## config.mk

```make
export PLATFORM = sky130hd
export DESIGN_NAME = pot_weight_encoder
export DESIGN_NICKNAME = d
export VERILOG_FILES = /design/src/rtl/pot_pkg.sv /design/src/rtl/pot_round.sv /design/src/rtl/pot_weight_encoder.sv
export SDC_FILE = /design/constraint.sdc
export NUM_CORES = 1
export LEC_CHECK = 0
export CAP_MARGIN = 20
export CORE_MARGIN = 3
export CORE_UTILIZATION = 40
export CTS_CLUSTER_SIZE = 8
export DETAILED_ROUTE_END_ITERATION = 10
export SYNTH_ARGS = -nofsm -noshare
export SYNTH_HDL_FRONTEND = slang
export SYNTH_SLANG_ARGS = --single-unit
```

## constraint.sdc

```tcl
create_clock -name clk -period 4.89 [get_ports clk]
set_input_delay 0.978 -clock clk [delete_from_list [all_inputs] [get_ports clk]]
set_output_delay 0.978 -clock clk [all_outputs]
set_load 0.03 [all_outputs]
```

## src/rtl/pot_pkg.sv

```systemverilog
// rtl/pot_pkg.sv - shared FSM state type and POT exponent limit helper
//
// Purpose: common definitions for the power-of-two weight encoder.
//   state_t   : encoder FSM states (IDLE, SEARCH, DONE)
//   pot_emax  : largest exponent codable in a WEIGHT_BIT_WIDTH-bit POT code
package pot_pkg;

  typedef enum logic [1:0] {
    IDLE   = 2'd0,
    SEARCH = 2'd1,
    DONE   = 2'd2
  } state_t;

  // One bit of the code is the sign, the rest hold the exponent.
  function automatic int pot_emax(input int weight_bit_width);
    return (1 << (weight_bit_width - 1)) - 1;
  endfunction

endpackage

```

## src/rtl/pot_round.sv

```systemverilog
// rtl/pot_round.sv - round-to-nearest-POT and saturation decision
//
// Purpose: given a magnitude and the index of its leading one, produce the
// rounded, saturated exponent.
// Ports:
//   i_mag [IN_BIT_WIDTH-1:0]     unsigned magnitude
//   i_e   [IW-1:0]               index of the leading one of i_mag
//   o_exp [WEIGHT_BIT_WIDTH-2:0] rounded exponent, clipped to EMAX
//   o_sat                        exponent was clipped
module pot_round
  import pot_pkg::*;
#(
  parameter int IN_BIT_WIDTH     = 12,
  parameter int WEIGHT_BIT_WIDTH = 4,
  parameter int IW               = $clog2(IN_BIT_WIDTH)
) (
  input  logic [IN_BIT_WIDTH-1:0]     i_mag,
  input  logic [IW-1:0]               i_e,
  output logic [WEIGHT_BIT_WIDTH-2:0] o_exp,
  output logic                        o_sat
);

  localparam int EMAX = pot_emax(WEIGHT_BIT_WIDTH);
  localparam int EW   = WEIGHT_BIT_WIDTH - 1;

  logic          w_half;
  logic          w_tail;
  logic          w_up;
  logic [IW:0]   w_er;

  always_comb begin
    w_half = 1'b0;
    w_tail = 1'b0;
    // w_half is the bit just below the leading one; w_tail ORs everything
    // further down. Rounding up needs both, so exact midpoints go down.
    for (int i = 0; i < IN_BIT_WIDTH; i++) begin
      if (i + 1 == int'(i_e)) w_half = i_mag[i];
      if (i + 2 <= int'(i_e)) w_tail = w_tail | i_mag[i];
    end
    w_up = (int'(i_e) >= 2) && w_half && w_tail;
    w_er = {1'b0, i_e} + (IW + 1)'(w_up);
    if (int'(w_er) > EMAX) begin
      o_exp = EW'(EMAX);
      o_sat = 1'b1;
    end else begin
      o_exp = EW'(w_er);
      o_sat = 1'b0;
    end
  end

endmodule

```

## src/rtl/pot_weight_encoder.sv

```systemverilog
// rtl/pot_weight_encoder.sv - serial leading-one search POT weight encoder
//
// Purpose: encodes a two's-complement value as sign*2^e (nearest power of
// two, ties down), scanning one bit per cycle from the MSB.
// Ports:
//   clk, rst                 clock, synchronous active-high reset
//   in_valid/in_ready/in_data   input handshake and signed value
//   out_valid/out_ready      output handshake
//   out_weight               {sign, exponent}
//   out_zero                 input was zero, out_weight = 0
//   out_sat                  exponent was clipped to EMAX
module pot_weight_encoder
  import pot_pkg::*;
#(
  parameter int IN_BIT_WIDTH     = 12,
  parameter int WEIGHT_BIT_WIDTH = 4
) (
  input  logic                        clk,
  input  logic                        rst,
  input  logic                        in_valid,
  output logic                        in_ready,
  input  logic [IN_BIT_WIDTH-1:0]     in_data,
  output logic                        out_valid,
  input  logic                        out_ready,
  output logic [WEIGHT_BIT_WIDTH-1:0] out_weight,
  output logic                        out_zero,
  output logic                        out_sat
);

  localparam int IW = $clog2(IN_BIT_WIDTH);

  state_t                        r_state;
  state_t                        w_next;
  logic                          r_sign;
  logic [IN_BIT_WIDTH-1:0]       r_mag;
  logic [IW-1:0]                 r_idx;
  logic [WEIGHT_BIT_WIDTH-1:0]   r_weight;
  logic                          r_zero;
  logic                          r_sat;
  logic [IN_BIT_WIDTH-1:0]       w_abs;
  logic [WEIGHT_BIT_WIDTH-2:0]   w_exp;
  logic                          w_sat;
  logic                          w_hit;

  // Negating -2^(N-1) wraps to itself, which read unsigned is 2^(N-1).
  assign w_abs = in_data[IN_BIT_WIDTH-1] ? (~in_data + IN_BIT_WIDTH'(1)) : in_data;
  assign w_hit = r_mag[r_idx];

  pot_round #(
    .IN_BIT_WIDTH    (IN_BIT_WIDTH),
    .WEIGHT_BIT_WIDTH(WEIGHT_BIT_WIDTH),
    .IW              (IW)
  ) u_round (
    .i_mag(r_mag),
    .i_e  (r_idx),
    .o_exp(w_exp),
    .o_sat(w_sat)
  );

  always_ff @(posedge clk) begin
    if (rst) r_state <= IDLE;
    else     r_state <= w_next;
  end

  always_comb begin
    w_next = r_state;
    case (r_state)
      IDLE:    if (in_valid) w_next = SEARCH;
      SEARCH:  if (w_hit || (r_idx == '0)) w_next = DONE;
      DONE:    if (out_ready) w_next = IDLE;
      default: w_next = IDLE;
    endcase
  end

  always_ff @(posedge clk) begin
    if (rst) begin
      r_sign   <= 1'b0;
      r_mag    <= '0;
      r_idx    <= '0;
      r_weight <= '0;
      r_zero   <= 1'b0;
      r_sat    <= 1'b0;
    end else begin
      case (r_state)
        IDLE: begin
          if (in_valid) begin
            r_sign <= in_data[IN_BIT_WIDTH-1];
            r_mag  <= w_abs;
            r_idx  <= IW'(IN_BIT_WIDTH - 1);
          end
        end
        SEARCH: begin
          if (w_hit) begin
            r_weight <= {r_sign, w_exp};
            r_zero   <= 1'b0;
            r_sat    <= w_sat;
          end else if (r_idx == '0) begin
            r_weight <= '0;
            r_zero   <= 1'b1;
            r_sat    <= 1'b0;
          end else begin
            r_idx <= r_idx - IW'(1);
          end
        end
        default: ;
      endcase
    end
  end

  assign in_ready   = (r_state == IDLE);
  assign out_valid  = (r_state == DONE);
  assign out_weight = r_weight;
  assign out_zero   = r_zero;
  assign out_sat    = r_sat;

endmodule

```

==> impl_metrics.env <==
export IMPL_dpl_cell_area_um2=1960
export IMPL_synth_cell_types=50
export IMPL_drc=0
export IMPL_cts_resized=0
export IMPL_power_density_nw_per_um2=316
export IMPL_final_nets=247
export IMPL_grt_pass1_wl_um=6990
export IMPL_peakVddDrop_mv=0.191
export IMPL_antennaDiodeCount=0
export IMPL_grt_max_degree=31
export IMPL_grt_remaining_overflow=0
export IMPL_syn_area_per_cell_um2=8.19
export IMPL_worstPathMaxFanout=13
export IMPL_cts_tree="yes"
export IMPL_worstPathArrival_ns=3.56
export IMPL_synthTopCellsByCount="dfxtp_1, nor2_1, a211oi_1"
export IMPL_skew_ns=0.0131
export IMPL_maxSlewHeadroom_pct=31.1
export IMPL_grtUsageTotal_pct=17.0
export IMPL_cts_sinks=25
export IMPL_finalCriticalPeriod_ns=3.37
export IMPL_cts_setup_buffers=0
export IMPL_dp_hpwl_um=3030
export IMPL_power_frac_comb_pct=36.6
export IMPL_start_util_pct=42.1
export IMPL_grt_util_met3_pct=2.38
export IMPL_critPathCaptureType="register"
export IMPL_vias_per_cell=5.71
export IMPL_via_count=1559
export IMPL_cts_made_buffers=3
export IMPL_final_area_um2=2010
export IMPL_fill_cells=397
export IMPL_hold_violations=0
export IMPL_pin_count=24
export IMPL_seq_area_um2=500
export IMPL_hold_ws_ns=0.498
export IMPL_finalSetupViolations=0
export IMPL_path_clk_slew_ns=0.10
export IMPL_cp_start_kind="register"
export IMPL_antenna_found_initial=0
export IMPL_async_flop_share_pct=0
export IMPL_min_period_over_period_pct=68.9
export IMPL_worstPathRequired_ns=5.08
export IMPL_met1_usage_pct=23.6
export IMPL_design_die_area_um2=5120
export IMPL_grt_setup_unrepaired="false"
export IMPL_rows=23
export IMPL_synth_nets=233
export IMPL_insertion_delay_ns=0.28
export IMPL_p_seq_share_pct=43.2
export IMPL_multi_input_area_um2=1130
export IMPL_yosys_register_bits=25
export IMPL_clockBufferDepth=2
export IMPL_hp_class="register to register"
export IMPL_ant_nets=0
export IMPL_grt_pass1_vias=1484
export IMPL_routedWlPerCell_um=15.0
export IMPL_tns_ns=0
export IMPL_use_met2_pct=26.9
export IMPL_slew_violations=0
export IMPL_first_iter_violations=117
export IMPL_grt_busiest_layer="met2"
export IMPL_max_freq_mhz=297
export IMPL_clkPwrFrac_pct=20.2
export IMPL_die_w_um=71.6
export IMPL_synthFlopType="dfxtp_1"
export IMPL_yosys_area_top_type="dfxtp_1"
export IMPL_yosys_top_cells_area="dfxtp_1, a211oi_1, ha_1"
export IMPL_ctsHtreeMaxLevel=1
export IMPL_synth_edf_count=0
export IMPL_synthMostInstantiatedCell="dfxtp_1"
export IMPL_wl_um=4100
export IMPL_port_buffers=23
export IMPL_die_h_um=71.6
export IMPL_synth_cell_area_um2=1720
export IMPL_crit_type="register to register"
export IMPL_seq_area_frac_synth_pct=29.1
export IMPL_p_switching_mw=0.243
export IMPL_core_area_um2=4090
export IMPL_p_int_mw=0.391
export IMPL_synth_top_area_share_pct=29.1
export IMPL_area_delta_synth_final_pct=17.0
export IMPL_clock_root_buffer="clkbuf_8"
export IMPL_finalWeightedCongestion=0.833
export IMPL_netlist_instances=210
export IMPL_ys_warn_count=0
export IMPL_cap_violations=0
export IMPL_first_pass_iters=4
export IMPL_leakage_nw=0.713
export IMPL_worst_pin_slew_ns=1.03
export IMPL_swShare_pct=38.3
export IMPL_outcome="completed"
export IMPL_holdBufCountCts=0
export IMPL_drive_gt1_share_pct=8.52
[cells by family after synthesis]
logic type	after synthesis	share of synthesized area, %
flip-flops	25	29.1
adder cells (fa/ha/maj)	7	5.09
buffers and inverters	24	5.60
multiplexers	5	4.51
AND/OR/NAND/NOR	78	24.6
AO/OA/AOI/OAI	61	26.0
XOR/XNOR	10	5.09
[power groups by stage]
stage / clock network, mW / logic, mW / registers (mW)
4_1_cts: 0.135 / 0.234 / 0.273
5_1_grt: 0.141 / 0.259 / 0.280
6_report: 0.128 / 0.232 / 0.274
3_3_place_gp: 0 / 0.230 / 0.277
3_5_place_dp: 0 / 0.232 / 0.278
2_1_floorplan: 0 / 0.184 / 0.257
[cells in the final DEF, fill, tap and decap left out, drive strengths merged, types with 2 or more instances in the layout]
master	n
clkdlybuf4s50	23
nor3	8
a21oi	10
a2111oi	2
nor4b	3
inv	9
nand2b	8
mux2	2
ha	7
o22ai	4
clkbuf	3
nor2	23
o21ai	10
o31ai	4
xor2	9
nand2	14
o32ai	5
o21a	2
mux4	2
a211oi	16
o41ai	2
nor2b	5
or4	2
dfxtp	25
nand3	3
nor4	3
and3b	3
[registers in the layout (all words and copies together) (netlist names)]
register    count
out_zero        1
r_mag          12
r_idx           4
out_sat         1
r_sign          1
r_state         2
out_weight      4
[layer usage]
metal / wire (um) / vias up
li1: - / 803
met1: 2070 / 719
met2: 1850 / 32
met3: 116 / 5
met4: 61 / 0
met5: 0 / -
[worst max-delay path, cell delays in order, from the launching register on]
cell       delay, ns
dfxtp_1         0.63
inv_1           0.18
ha_1            0.33
nor4b_1         0.17
a2111oi_0       0.48
a21oi_1         0.13
nor4b_1         0.33
ha_1            0.22
ha_1            0.18
nor3_1          0.06
a21oi_1         0.25
nor2_1          0.09
o32ai_1         0.21
[layout make-up]
class	instances	area share (%)
clock buffer	3	2.05
inverter	9	1.68
multi-input combinational	161	56.1
sequential	25	24.9
tap	50	3.11
timing repair buffer	24	11.8
clock inverter	1	0.373
[stage by stage]
stage                     util [%]  total power [mW]  setup slack, ns  instances
after global routing          49.2             0.680             1.16        273
after detailed placement      48.0             0.510             1.52        269
after global placement        48.0             0.507             1.71        269
after floorplan                  -             0.441             2.04        210
after CTS                     49.2             0.641             1.50        273
final                         49.2             0.635             1.52        273
[worst paths after layout]
check	cells after the start	slack, ns	end	start
max reg2reg	12	1.52	out_weight[2]	r_idx[0]
min	2	0.50	out_weight[3]	out_weight[3]
max	12	1.52	out_weight[2]	r_idx[0]
min reg2reg	2	0.50	out_weight[3]	out_weight[3]
(Power assumes the default switching activity.)
